`src/rtl/uart_prog_loader.sv`:
```
// UART programming loader: parses CMD/LEN/data frames from a byte stream
// and emits 32-bit word writes to instruction or data memory.
module uart_prog_loader #(
  parameter int unsigned TIMEOUT_CYC = 1000000
) (
  input  logic        upg_clk_i,
  input  logic        upg_rst_n_i,
  input  logic [7:0]  rx_data_i,
  input  logic        rx_valid_i,
  output logic        upg_wen_o,
  output logic [14:0] upg_adr_o,
  output logic [31:0] upg_dat_o,
  output logic        upg_done_o,
  output logic        err_o
);

  localparam int TW = $clog2(TIMEOUT_CYC + 1);
  localparam logic [TW-1:0] TMO_MAX = TW'(TIMEOUT_CYC - 1);

  typedef enum logic [1:0] {
    S_IDLE,
    S_LEN_LO,
    S_LEN_HI,
    S_DATA
  } state_t;

  state_t        r_state;
  logic          r_tgt;
  logic [13:0]   r_wadr;
  logic [15:0]   r_len;
  logic [1:0]    r_bcnt;
  logic [23:0]   r_asm;
  logic [TW-1:0] r_tmo;

  logic [15:0] w_len;
  logic        w_last;
  logic        w_tmo;

  assign w_len  = {rx_data_i, r_len[7:0]};
  assign w_last = ({2'b00, r_wadr} == (r_len - 16'd1));
  assign w_tmo  = (r_state != S_IDLE) && !rx_valid_i
                  && (r_tmo == TMO_MAX);

  always_ff @(posedge upg_clk_i or negedge upg_rst_n_i) begin
    if (!upg_rst_n_i) begin
      r_state    <= S_IDLE;
      r_tgt      <= 1'b0;
      r_wadr     <= '0;
      r_len      <= '0;
      r_bcnt     <= '0;
      r_asm      <= '0;
      r_tmo      <= '0;
      upg_wen_o  <= 1'b0;
      upg_adr_o  <= '0;
      upg_dat_o  <= '0;
      upg_done_o <= 1'b0;
      err_o      <= 1'b0;
    end else begin
      upg_wen_o <= 1'b0;
      if (rx_valid_i || r_state == S_IDLE)
        r_tmo <= '0;
      else
        r_tmo <= r_tmo + TW'(1);

      if (w_tmo) begin
        // Stalled frame: drop any partial word and resync on a CMD
        err_o   <= 1'b1;
        r_state <= S_IDLE;
        r_bcnt  <= '0;
        r_tmo   <= '0;
      end else if (rx_valid_i) begin
        unique case (r_state)
          S_IDLE: begin
            unique case (rx_data_i)
              8'h01, 8'h02: begin
                r_tgt      <= rx_data_i[1];
                r_wadr     <= '0;
                upg_done_o <= 1'b0;
                err_o      <= 1'b0;
                r_state    <= S_LEN_LO;
              end
              8'hFF:   upg_done_o <= 1'b1;
              default: err_o <= 1'b1;
            endcase
          end
          S_LEN_LO: begin
            r_len[7:0] <= rx_data_i;
            r_state    <= S_LEN_HI;
          end
          S_LEN_HI: begin
            r_len <= w_len;
            if (w_len == 16'd0) begin
              r_state <= S_IDLE;
            end else if (w_len > 16'd16384) begin
              err_o   <= 1'b1;
              r_state <= S_IDLE;
            end else begin
              r_bcnt  <= '0;
              r_state <= S_DATA;
            end
          end
          S_DATA: begin
            r_asm  <= {rx_data_i, r_asm[23:8]};
            r_bcnt <= r_bcnt + 2'd1;
            if (r_bcnt == 2'd3) begin
              upg_wen_o <= 1'b1;
              upg_dat_o <= {rx_data_i, r_asm};
              upg_adr_o <= {r_tgt, r_wadr};
              r_wadr    <= r_wadr + 14'd1;
              if (w_last)
                r_state <= S_IDLE;
            end
          end
          default: r_state <= S_IDLE;
        endcase
      end
    end
  end

endmodule

```
`config.mk`:
```
export PLATFORM = sky130hd
export DESIGN_NAME = uart_prog_loader
export DESIGN_NICKNAME = d
export VERILOG_FILES = /design/src/rtl/uart_prog_loader.sv
export SDC_FILE = /design/constraint.sdc
export NUM_CORES = 1
export LEC_CHECK = 0
export CAP_MARGIN = 25
export CORE_ASPECT_RATIO = 0.8
export CORE_UTILIZATION = 60
export CTS_CLUSTER_DIAMETER = 50
export DETAILED_ROUTE_END_ITERATION = 6
export PLACE_DENSITY = 0.94
export SLEW_MARGIN = 25
export SYNTH_ARGS = -nofsm -noshare
export SYNTH_HDL_FRONTEND = slang
export SYNTH_SLANG_ARGS = --single-unit
```
`constraint.sdc`:
```
create_clock -name upg_clk_i -period 5.2 [get_ports upg_clk_i]
set_clock_uncertainty 0.05 [all_clocks]
set_input_delay 1.04 -clock upg_clk_i [delete_from_list [all_inputs] [get_ports upg_clk_i]]
set_output_delay 1.04 -clock upg_clk_i [all_outputs]
set_load 0.1 [all_outputs]
```
Word-level counts from Yosys, hierarchy flattened

Index checks and enable logic that the tools add are counted.

Output and inout port bits: 50
Logic and storage cells: 89
Flip-flop bits (word level): 129
Input port bits: 11

$lt $le $gt $ge: 1
Bitwise operators: 1
Reduce and logical (&&, ||, !) cells: 23
Muxes and demuxes: 29
$add $sub $neg: 4
Equality and inequality tests: 18

Operators with widths:

| kind                                                            | number |
|---|---|
| 2-to-1 mux 20 bit                                               | 2 |
| 2-to-1 mux 14 bit                                               | 2 |
| case mux 14 bit (2 select lines)                                | 1 |
| 2-to-1 mux 2 bit                                                | 11 |
| adder 20 x 1 -> 20 bit, second input constant                   | 1 |
| equality test 20 bit, second input constant                     | 1 |
| AND reduction 4 bit                                             | 5 |
| inequality test 3 bit, second input constant                    | 6 |
| equality test 14 x 16 -> 1 bit                                  | 1 |
| greater-than comparator 16 x 15 -> 1 bit, second input constant | 1 |
| logical NOT 16 bit                                              | 1 |
| subtractor 16 x 1 -> 16 bit, second input constant              | 1 |
| adder 14 x 1 -> 14 bit, second input constant                   | 1 |
| AND reduction 5 bit                                             | 2 |
| AND reduction 3 bit                                             | 3 |
| equality test 8 x 1 -> 1 bit, second input constant             | 1 |
| equality test 8 x 2 -> 1 bit, second input constant             | 1 |
| equality test 8 bit, second input constant                      | 1 |
| 2-to-1 mux 1 bit                                                | 8 |
| case mux 2 bit (4 select lines)                                 | 1 |
| nonzero test 2 bit                                              | 4 |
| equality test 2 bit, second input constant                      | 3 |
| case mux 1 bit (2 select lines)                                 | 3 |
| nonzero test 3 bit                                              | 2 |
| other kinds (12)                                                | 13 |

Logic depth before layout (Yosys ltp)

Gate-level depths: netlist of the first run.

Word-level depth: 7
Gate-level depth with buffers: 10
Mapped depth without buffers: 9

Worst setup path after synthesis of the first run

OpenSTA, ideal clock, no wires.

Path kind: in2reg
Start point: in rx_data_i[3]
End point: reg r_wadr[13]
Path buffers: 0
Setup slack: 2,290 ps
Data required time: 5,072 ps
Arrival: 2,783 ps
Stages on the path: 6
Setup time: 78 ps
Path through: nor4_1 > a31oi_1 > nor4b_2 > nand3_1 > or3_1 > a21oi_1

Longest elaborated chain between the ends: 4
Elaborated cells between the ends (all ways): 5
Those cells by class: eq/ne: 3; reduce/logical: 2

Ends and longest elaborated chain:

| item                                                                         | RTL line | source |
|---|---|---|
| start, declared                                                              | 8        | `input logic [7:0] rx_data_i,` |
| equality test 8 x 1 -> 1 bit or equality test 8 x 2 -> 1 bit (tied branches) | 74       | `unique case (rx_data_i)` |
| OR reduction 2 bit (*)                                                       | 74       |  |
| inequality test 2 x 1 -> 1 bit (no source line) (*)                          | --       |  |
| AND reduction 5 bit (no source line) (*)                                     | --       |  |
| end signal, assigned                                                         | 109      | `r_wadr <= r_wadr + 14'd1;` |
| end, declared                                                                | 29       | `logic [13:0] r_wadr;` |

Every way passes the cells marked *; elsewhere a longest branch is shown, timed or not.
A chain may end at the register's enable or synchronous reset.

Worst setup path in the final report of the first run

Ends and elaborated chain as after synthesis.

==> metrics.yaml, run 1 <==
status:
  outcome: "completed"
cells_and_area:
  antenna_cells: 0
  final_core_util_pct: 75.10
  layout-drive-gt1-share_pct: 17.60
  fin_nets: 582
  fin_cells: 710
  fill_cells: 563
  syn2layout_area_growth_pct: 21.17
clocking:
  cts_hold_buf: 0
  insertion_delay_ns: 0.42
  cts_tree: "done"
  cts_buffer_depth: 2
  clockRootBuffer: "clkbuf_16"
  cts_made_buffers: 17
  post-cts-setup-buffer-count: 0
  h-tree-depth: 4
  cts_sinks: 129
  clk_pin_slew_ns: 0.06
  ctsResizeCount: 0
worst_setup_path:
  worst-path-buf-inv: 1
  crit_slowest_cell: "nor4b_2"
  arrival_ns: 3.92
  crit_start: "rx_data_i[3]"
  crit_path_cell_trace: "clkdlybuf4s50_1 -> nor4_1 -> a31oi_1 -> nor4b_2 -> nand3_1 -> or3_1 -> a21oi_1"
  r2r_end: "r_state[1]$_DFFE_PN0P_"
  start_kind: "primary input"
  r2r_slack_ns: 2.22
  r2r_start: "r_state[0]$_DFFE_PN0P_"
  cp_top_family: "simple AND/OR/NAND/NOR gates"
  r2r_cells: 9
  end_kind: "register"
  crit_fanout: 7
  critPathKind: "primary input to register"
  cp.required_ns: 5.49
  critPathMaxStageDelay_ns: 0.66
drt:
  vias_per_cell: 6.072
  first_iter_violations: 444
  drt_drc_violations_left: 0
  wl_per_cell_microns: 19.09
  drt_wl_total_microns: 13560
  antenna_left: 0
  vias: 4311
  dr.pass1.iters: 5
min_path:
  min_to: "upg_adr_o[11]$_DFFE_PN0P_"
  worstHoldPathType: "register to register"
  hold_path_depth: 1
  hp-start: "upg_adr_o[11]$_DFFE_PN0P_"
placement:
  post-place-ws_ns: 1.242
  dp_hpwl_microns: 8695
  gp_congestion: 0.8947
  port_buffers: 60
  dp.cells: 678
global_route:
  antenna_found_initial: 0
  grt_pass1_wl_microns: 22430
  grt_pass1_vias: 4366
  grt_start_max_net_pins: 58
  grt_overflow_total: 0
  grt_util_all_layers_pct: 28.62
synth:
  synth.avg_cell_area_sq_um: 11.99
  netlist_instances: 499
  ys_seq_elements: 129
  yosys.area.top_type_share_pct: 53.97
  synthTopCellsByArea: "dfrtp_1 54%, mux2_2 10%, mux2_1 6.6%, xor2_1 3.4%, xnor2_1 2.3%"
  synth_cell_types: 53
  syn_nets: 520
  yosys_warnings: 0
  yosys.area.top_type: "dfrtp_1"
  synth_ff_type: "dfrtp_1"
  netlist_area_sq_um: 5981
  synth-edff-count: 0
  synth_seq_area_share_pct: 53.97
  async_reset_ff_share_pct: 100.0
floorplanning:
  die_area_sq_um: 10370
  initial_utilization_pct: 61.98
  die_x_microns: 113.6
  die_h_microns: 91.30
  fp-row-count: 32
  core_sq_um: 9649
  ios: 61
timing:
  fmax_mhz: 275.6
  final.setup.tns_ns: 0
  hold_violations: 0
  drv_slew: 0
  max-slew-margin-rel_pct: 31.61
  fin_ws_ns: 1.572
  finalSetupViolations: 0
  min_period_ns: 3.628
  min_period_over_period_pct: 69.78
  rsz0062_at_grt: "no"
  worst_slew_pin_slew_ns: 1.023
flow_run:
  cap_violations: 0
power:
  leakagePower_nw: 3.255
  total_power_mw: 3.670
  ir_drop_mv: 0.3883
  p_per_area_nw_per_um2: 506.4
[cells in the mapped netlist (3+ instances only)]
library cell	count
clkbuf_1	13
or3_1	8
o21ai_0	10
nand2_1	26
a21oi_1	14
nand4_1	15
ha_1	10
a22o_1	4
dfrtp_1	129
nand3_1	16
o21ai_1	7
nor2_1	37
and3_1	7
xor2_1	23
mux2_1	35
mux2i_1	3
mux2_2	53
xnor2_1	16
a311oi_1	3
a31oi_1	3
inv_1	11
nor3_1	13
nand2b_1	3
buf_1	5
[power by group]
group          switching [mW]  internal [mW]  leakage [nW]
sequential              0.242           1.21          1.73
clock                   0.462          0.625         0.252
combinational           0.719          0.408          1.27
total                    1.42           2.25          3.25
[cells by family (layout without fill, tap and decap cells)]
group | count (synthesis) | in the layout | share of synthesized area [%]
simple gates | 143 | 143 | 12.53
flops | 129 | 129 | 53.97
mux | 91 | 91 | 17.07
compound gates | 55 | 55 | 6.465
xor+xnor | 39 | 39 | 5.711
buf+inv | 32 | 107 | 2.155
fa+ha+maj | 10 | 10 | 2.092
[state kept, by name, indices dropped and copies added (netlist names), 2 cells and up]
name and flops:
r_asm 24, r_bcnt 2, upg_dat_o 32, r_tmo 20, r_state 2, upg_adr_o 15
r_wadr 14, r_len 16
[worst max path at each step]
| stage | end | depth (start not counted) |
|---|---|---|
| after detailed placement | r_wadr[13]$_DFFE_PN0P_ | 7 |
| final | r_wadr[13]$_DFFE_PN0P_ | 7 |
| after CTS | r_wadr[13]$_DFFE_PN0P_ | 7 |
| after global routing | r_wadr[13]$_DFFE_PN0P_ | 7 |
| after global placement | r_wadr[13]$_DFFE_PN0P_ | 7 |
| after floorplan | r_wadr[13]$_DFFE_PN0P_ | 6 |
[placed cells by master, fill, tap and decap left out, types with 3 or more instances in the layout]
cell / n
a21oi_1: 14
a22o_1: 4
a311oi_1: 3
a31oi_1: 3
and3_1: 7
buf_4: 4
clkbuf_16: 17
clkdlybuf4s50_1: 59
clkinvlp_4: 6
dfrtp_1: 129
ha_1: 10
inv_1: 11
inv_6: 4
mux2_1: 35
mux2_2: 53
mux2i_1: 3
nand2_1: 25
nand2b_1: 3
nand3_1: 15
nand4_1: 15
nor2_1: 37
nor3_1: 12
o21ai_0: 10
o21ai_1: 7
or3_1: 8
xnor2_1: 16
xor2_1: 23
[cell type report]
class                           instances  area, sq um  share of cell area (%)
Clock inverter                         14        107.6                   1.485
Timing Repair Buffer                   63        620.6                   8.564
Sequential cell                       129         3228                   44.54
Inverter                               12        45.04                  0.6215
Multi-Input combinational cell        338         2636                   36.38
Clock buffer                           18        439.2                   6.060
Tap cell                              136        170.2                   2.348
[stage by stage]
step / hold slack (ns) / cell area, sq um
after floorplan: 0.4022 / 5981
after global placement: 0.4120 / 6693
after detailed placement: 0.4241 / 6693
after CTS: 0.4427 / 7239
after global routing: 0.4570 / 7247
final: 0.4361 / 7247
[layer usage]
layer	routed length, microns	up-vias	track usage, %
met5	0	-	0
met4	401	0	13.60
met3	951	45	9.479
met2	6623	200	44.46
met1	5580	2132	36.22
li1	-	1934	-
Power figures use the tool's default switching activity.
==> run 2: changes to the inputs <==
--- a/config.mk
+++ b/config.mk
@@ -7,10 +7,10 @@
 export LEC_CHECK = 0
 export CAP_MARGIN = 25
 export CORE_ASPECT_RATIO = 0.8
-export CORE_UTILIZATION = 60
+export CORE_UTILIZATION = 51
 export CTS_CLUSTER_DIAMETER = 50
 export DETAILED_ROUTE_END_ITERATION = 6
-export PLACE_DENSITY = 0.94
+export PLACE_DENSITY = 0.86
 export SLEW_MARGIN = 25
 export SYNTH_ARGS = -nofsm -noshare
 export SYNTH_HDL_FRONTEND = slang
==> constraint.sdc (replaced) <==
create_clock -name upg_clk_i -period 2.9 [get_ports upg_clk_i]
set_clock_uncertainty 0.05 [all_clocks]
set_input_delay 0.58 -clock upg_clk_i [delete_from_list [all_inputs] [get_ports upg_clk_i]]
set_output_delay 0.58 -clock upg_clk_i [all_outputs]
set_load 0.1 [all_outputs]
==> metrics.yaml, run 2 (synthesis results as in run 1) <==
timing:
  hold_violations: 0
  finalSetupViolations: 0
  fmax_mhz: 369.9
  drv_slew: 0
  final.setup.tns_ns: 0
  worst_slew_pin_slew_ns: 0.5427
  min_period_over_period_pct: 93.21
  max-slew-margin-rel_pct: 63.69
  rsz0062_at_grt: "no"
  min_period_ns: 2.703
clocking:
  post-cts-setup-buffer-count: 0
  cts_sinks: 129
  cts_made_buffers: 17
  clockRootBuffer: "clkbuf_16"
  h-tree-depth: 4
  clk_pin_slew_ns: 0.06
  insertion_delay_ns: 0.42
  cts_buffer_depth: 2
  cts_tree: "done"
power:
  p_per_area_nw_per_um2: 915.2
  total_power_mw: 6.746
  ir_drop_mv: 0.6627
  leakagePower_nw: 3.512
global_route:
  use_met2_pct: 38.42
  grt_util_all_layers_pct: 24.23
  antenna_found_initial: 0
  met3_usage_pct: 7.581
  busiest_layer: "met2"
  grt_pass1_wl_microns: 22430
  grtUsageMet1_pct: 31.06
  grt_start_max_net_pins: 50
  grt_pass1_vias: 4520
  grt_overflow_total: 0
cells_and_area:
  layout_common_cells: "129 x dfrtp_1, 78 x buf_4, 53 x mux2_2"
  fin_area_sq_um: 7371
  syn2layout_area_growth_pct: 23.24
  regMostFlops: "upg_dat_o"
  fill_cells: 782
  layout-drive-gt1-share_pct: 29.00
  antenna_cells: 0
  largest_reg_flops: 32
  layout_commonest_cell: "dfrtp_1"
  final_core_util_pct: 66.13
  largestRegisters: "upg_dat_o x32, r_asm x24, r_tmo x20"
  fin_nets: 608
floorplanning:
  die_x_microns: 123.1
  fp-row-count: 34
  initial_utilization_pct: 53.66
  die_area_sq_um: 12170
  ios: 61
  die_h_microns: 98.86
  core_sq_um: 11150
worst_setup_path:
  critPathKind: "register to register"
  crit_fanout: 5
  crit_slowest_cell: "or4_4"
  worst-path-buf-inv: 0
  end_kind: "register"
  arrival_ns: 2.95
  critPathMaxStageDelay_ns: 0.51
  start_kind: "register"
  crit_path_cell_trace: "or4_4 -> or3_1 -> a2111o_1 -> a2bb2oi_2 -> a41oi_2 -> o31ai_1 -> o41ai_2"
  cp_top_family: "compound AO/OA/AOI/OAI gates"
  cp.required_ns: 3.15
drt:
  vias: 4297
  vias_per_cell: 5.776
  wl_per_cell_microns: 17.78
  antenna_left: 0
  first_iter_violations: 357
  dr.pass1.iters: 5
  drt_wl_total_microns: 13230
  drt_drc_violations_left: 0
flow_run:
  cap_violations: 0
status:
  outcome: "completed"
min_path:
  worstHoldPathType: "register to register"
placement:
  port_buffers: 60
  gp_congestion: 0.8925
  dp_hpwl_microns: 9007
  placed_cell_area_sq_um: 6778
-- run 2: cell types whose count changed in the layout (fill, tap and decap cells not counted), sizes merged --
| cell | previous run | this run |
|---|---|---|
| dlygate4sd3 | 0 | 1 |
| clkdlybuf4s50 | 59 | 9 |
| buf | 4 | 79 |
| inv | 15 | 18 |
| clkinvlp | 6 | 2 |
| bufinv | 0 | 1 |
-- run 2: final cells by class --
class                      instances  area (sq um)  area share (%)
clock buffer                      18         439.2           5.958
clock inverter                    14         143.9           1.952
inverter                          12         45.04          0.6111
multi-input combinational        338          2629           35.66
sequential                       129          3228           43.80
tap                              144         180.2           2.444
timing repair buffer              89         705.7           9.574
-- run 2: what timing repair did --
| item | 4_1_cts | 5_1_grt |
|---|---|---|
| resized for setup | 0 | 0 |
| endpoints found under the hold margin | 16 | 0 |
| hold buffers | 1 | 0 |
-- run 2: final timing paths --
check                      slack (ns)             startpoint                   endpoint  cells after the start
setup / recovery                 0.20  r_len[10]$_DFFE_PN0P_     r_state[1]$_DFFE_PN0P_                      7
hold / removal                   0.43   r_asm[5]$_DFFE_PN0P_   upg_dat_o[5]$_DFFE_PN0P_                      1
setup reg to reg                 0.20  r_len[10]$_DFFE_PN0P_     r_state[1]$_DFFE_PN0P_                      7
hold reg to reg                  0.43   r_asm[5]$_DFFE_PN0P_   upg_dat_o[5]$_DFFE_PN0P_                      1
max in group asynchronous        1.53            upg_rst_n_i  upg_adr_o[14]$_DFFE_PN0P_                      3
min in group asynchronous        0.53            upg_rst_n_i        upg_wen_o$_DFF_PN0_                      2
-- run 2: power by group --
| part | switching [mW] | total, mW | leakage [nW] | internal, mW |
|---|---|---|---|---|
| logic | 1.32 | 2.12 | 1.50 | 0.793 |
| registers | 0.373 | 2.55 | 1.73 | 2.18 |
| clock network | 0.853 | 2.08 | 0.281 | 1.23 |
-- run 2: per-layer routing --
metal	up-vias	wire length [microns]
li1	1967	-
met1	2149	5635
met2	160	6461
met3	21	924
met4	0	207
met5	-	0
-- run 2: worst register-to-register path: stages (launching register included) --
cell and delay (ns):
dfrtp_1 0.45, or4_4 0.51, or3_1 0.37, a2111o_1 0.43, a2bb2oi_2 0.15, a41oi_2 0.16
o31ai_1 0.33, o41ai_2 0.12
-- run 2: stage by stage --
step           hold WS (ns)  setup WS, ns  std cells
2_1_floorplan        0.2344        0.3020        499
3_3_place_gp         0.4122       0.02604        711
3_5_place_dp         0.4176      -0.08277        711
4_1_cts              0.4349        0.2110        744
5_1_grt              0.4509       0.09087        744
6_report             0.4320        0.1968        744
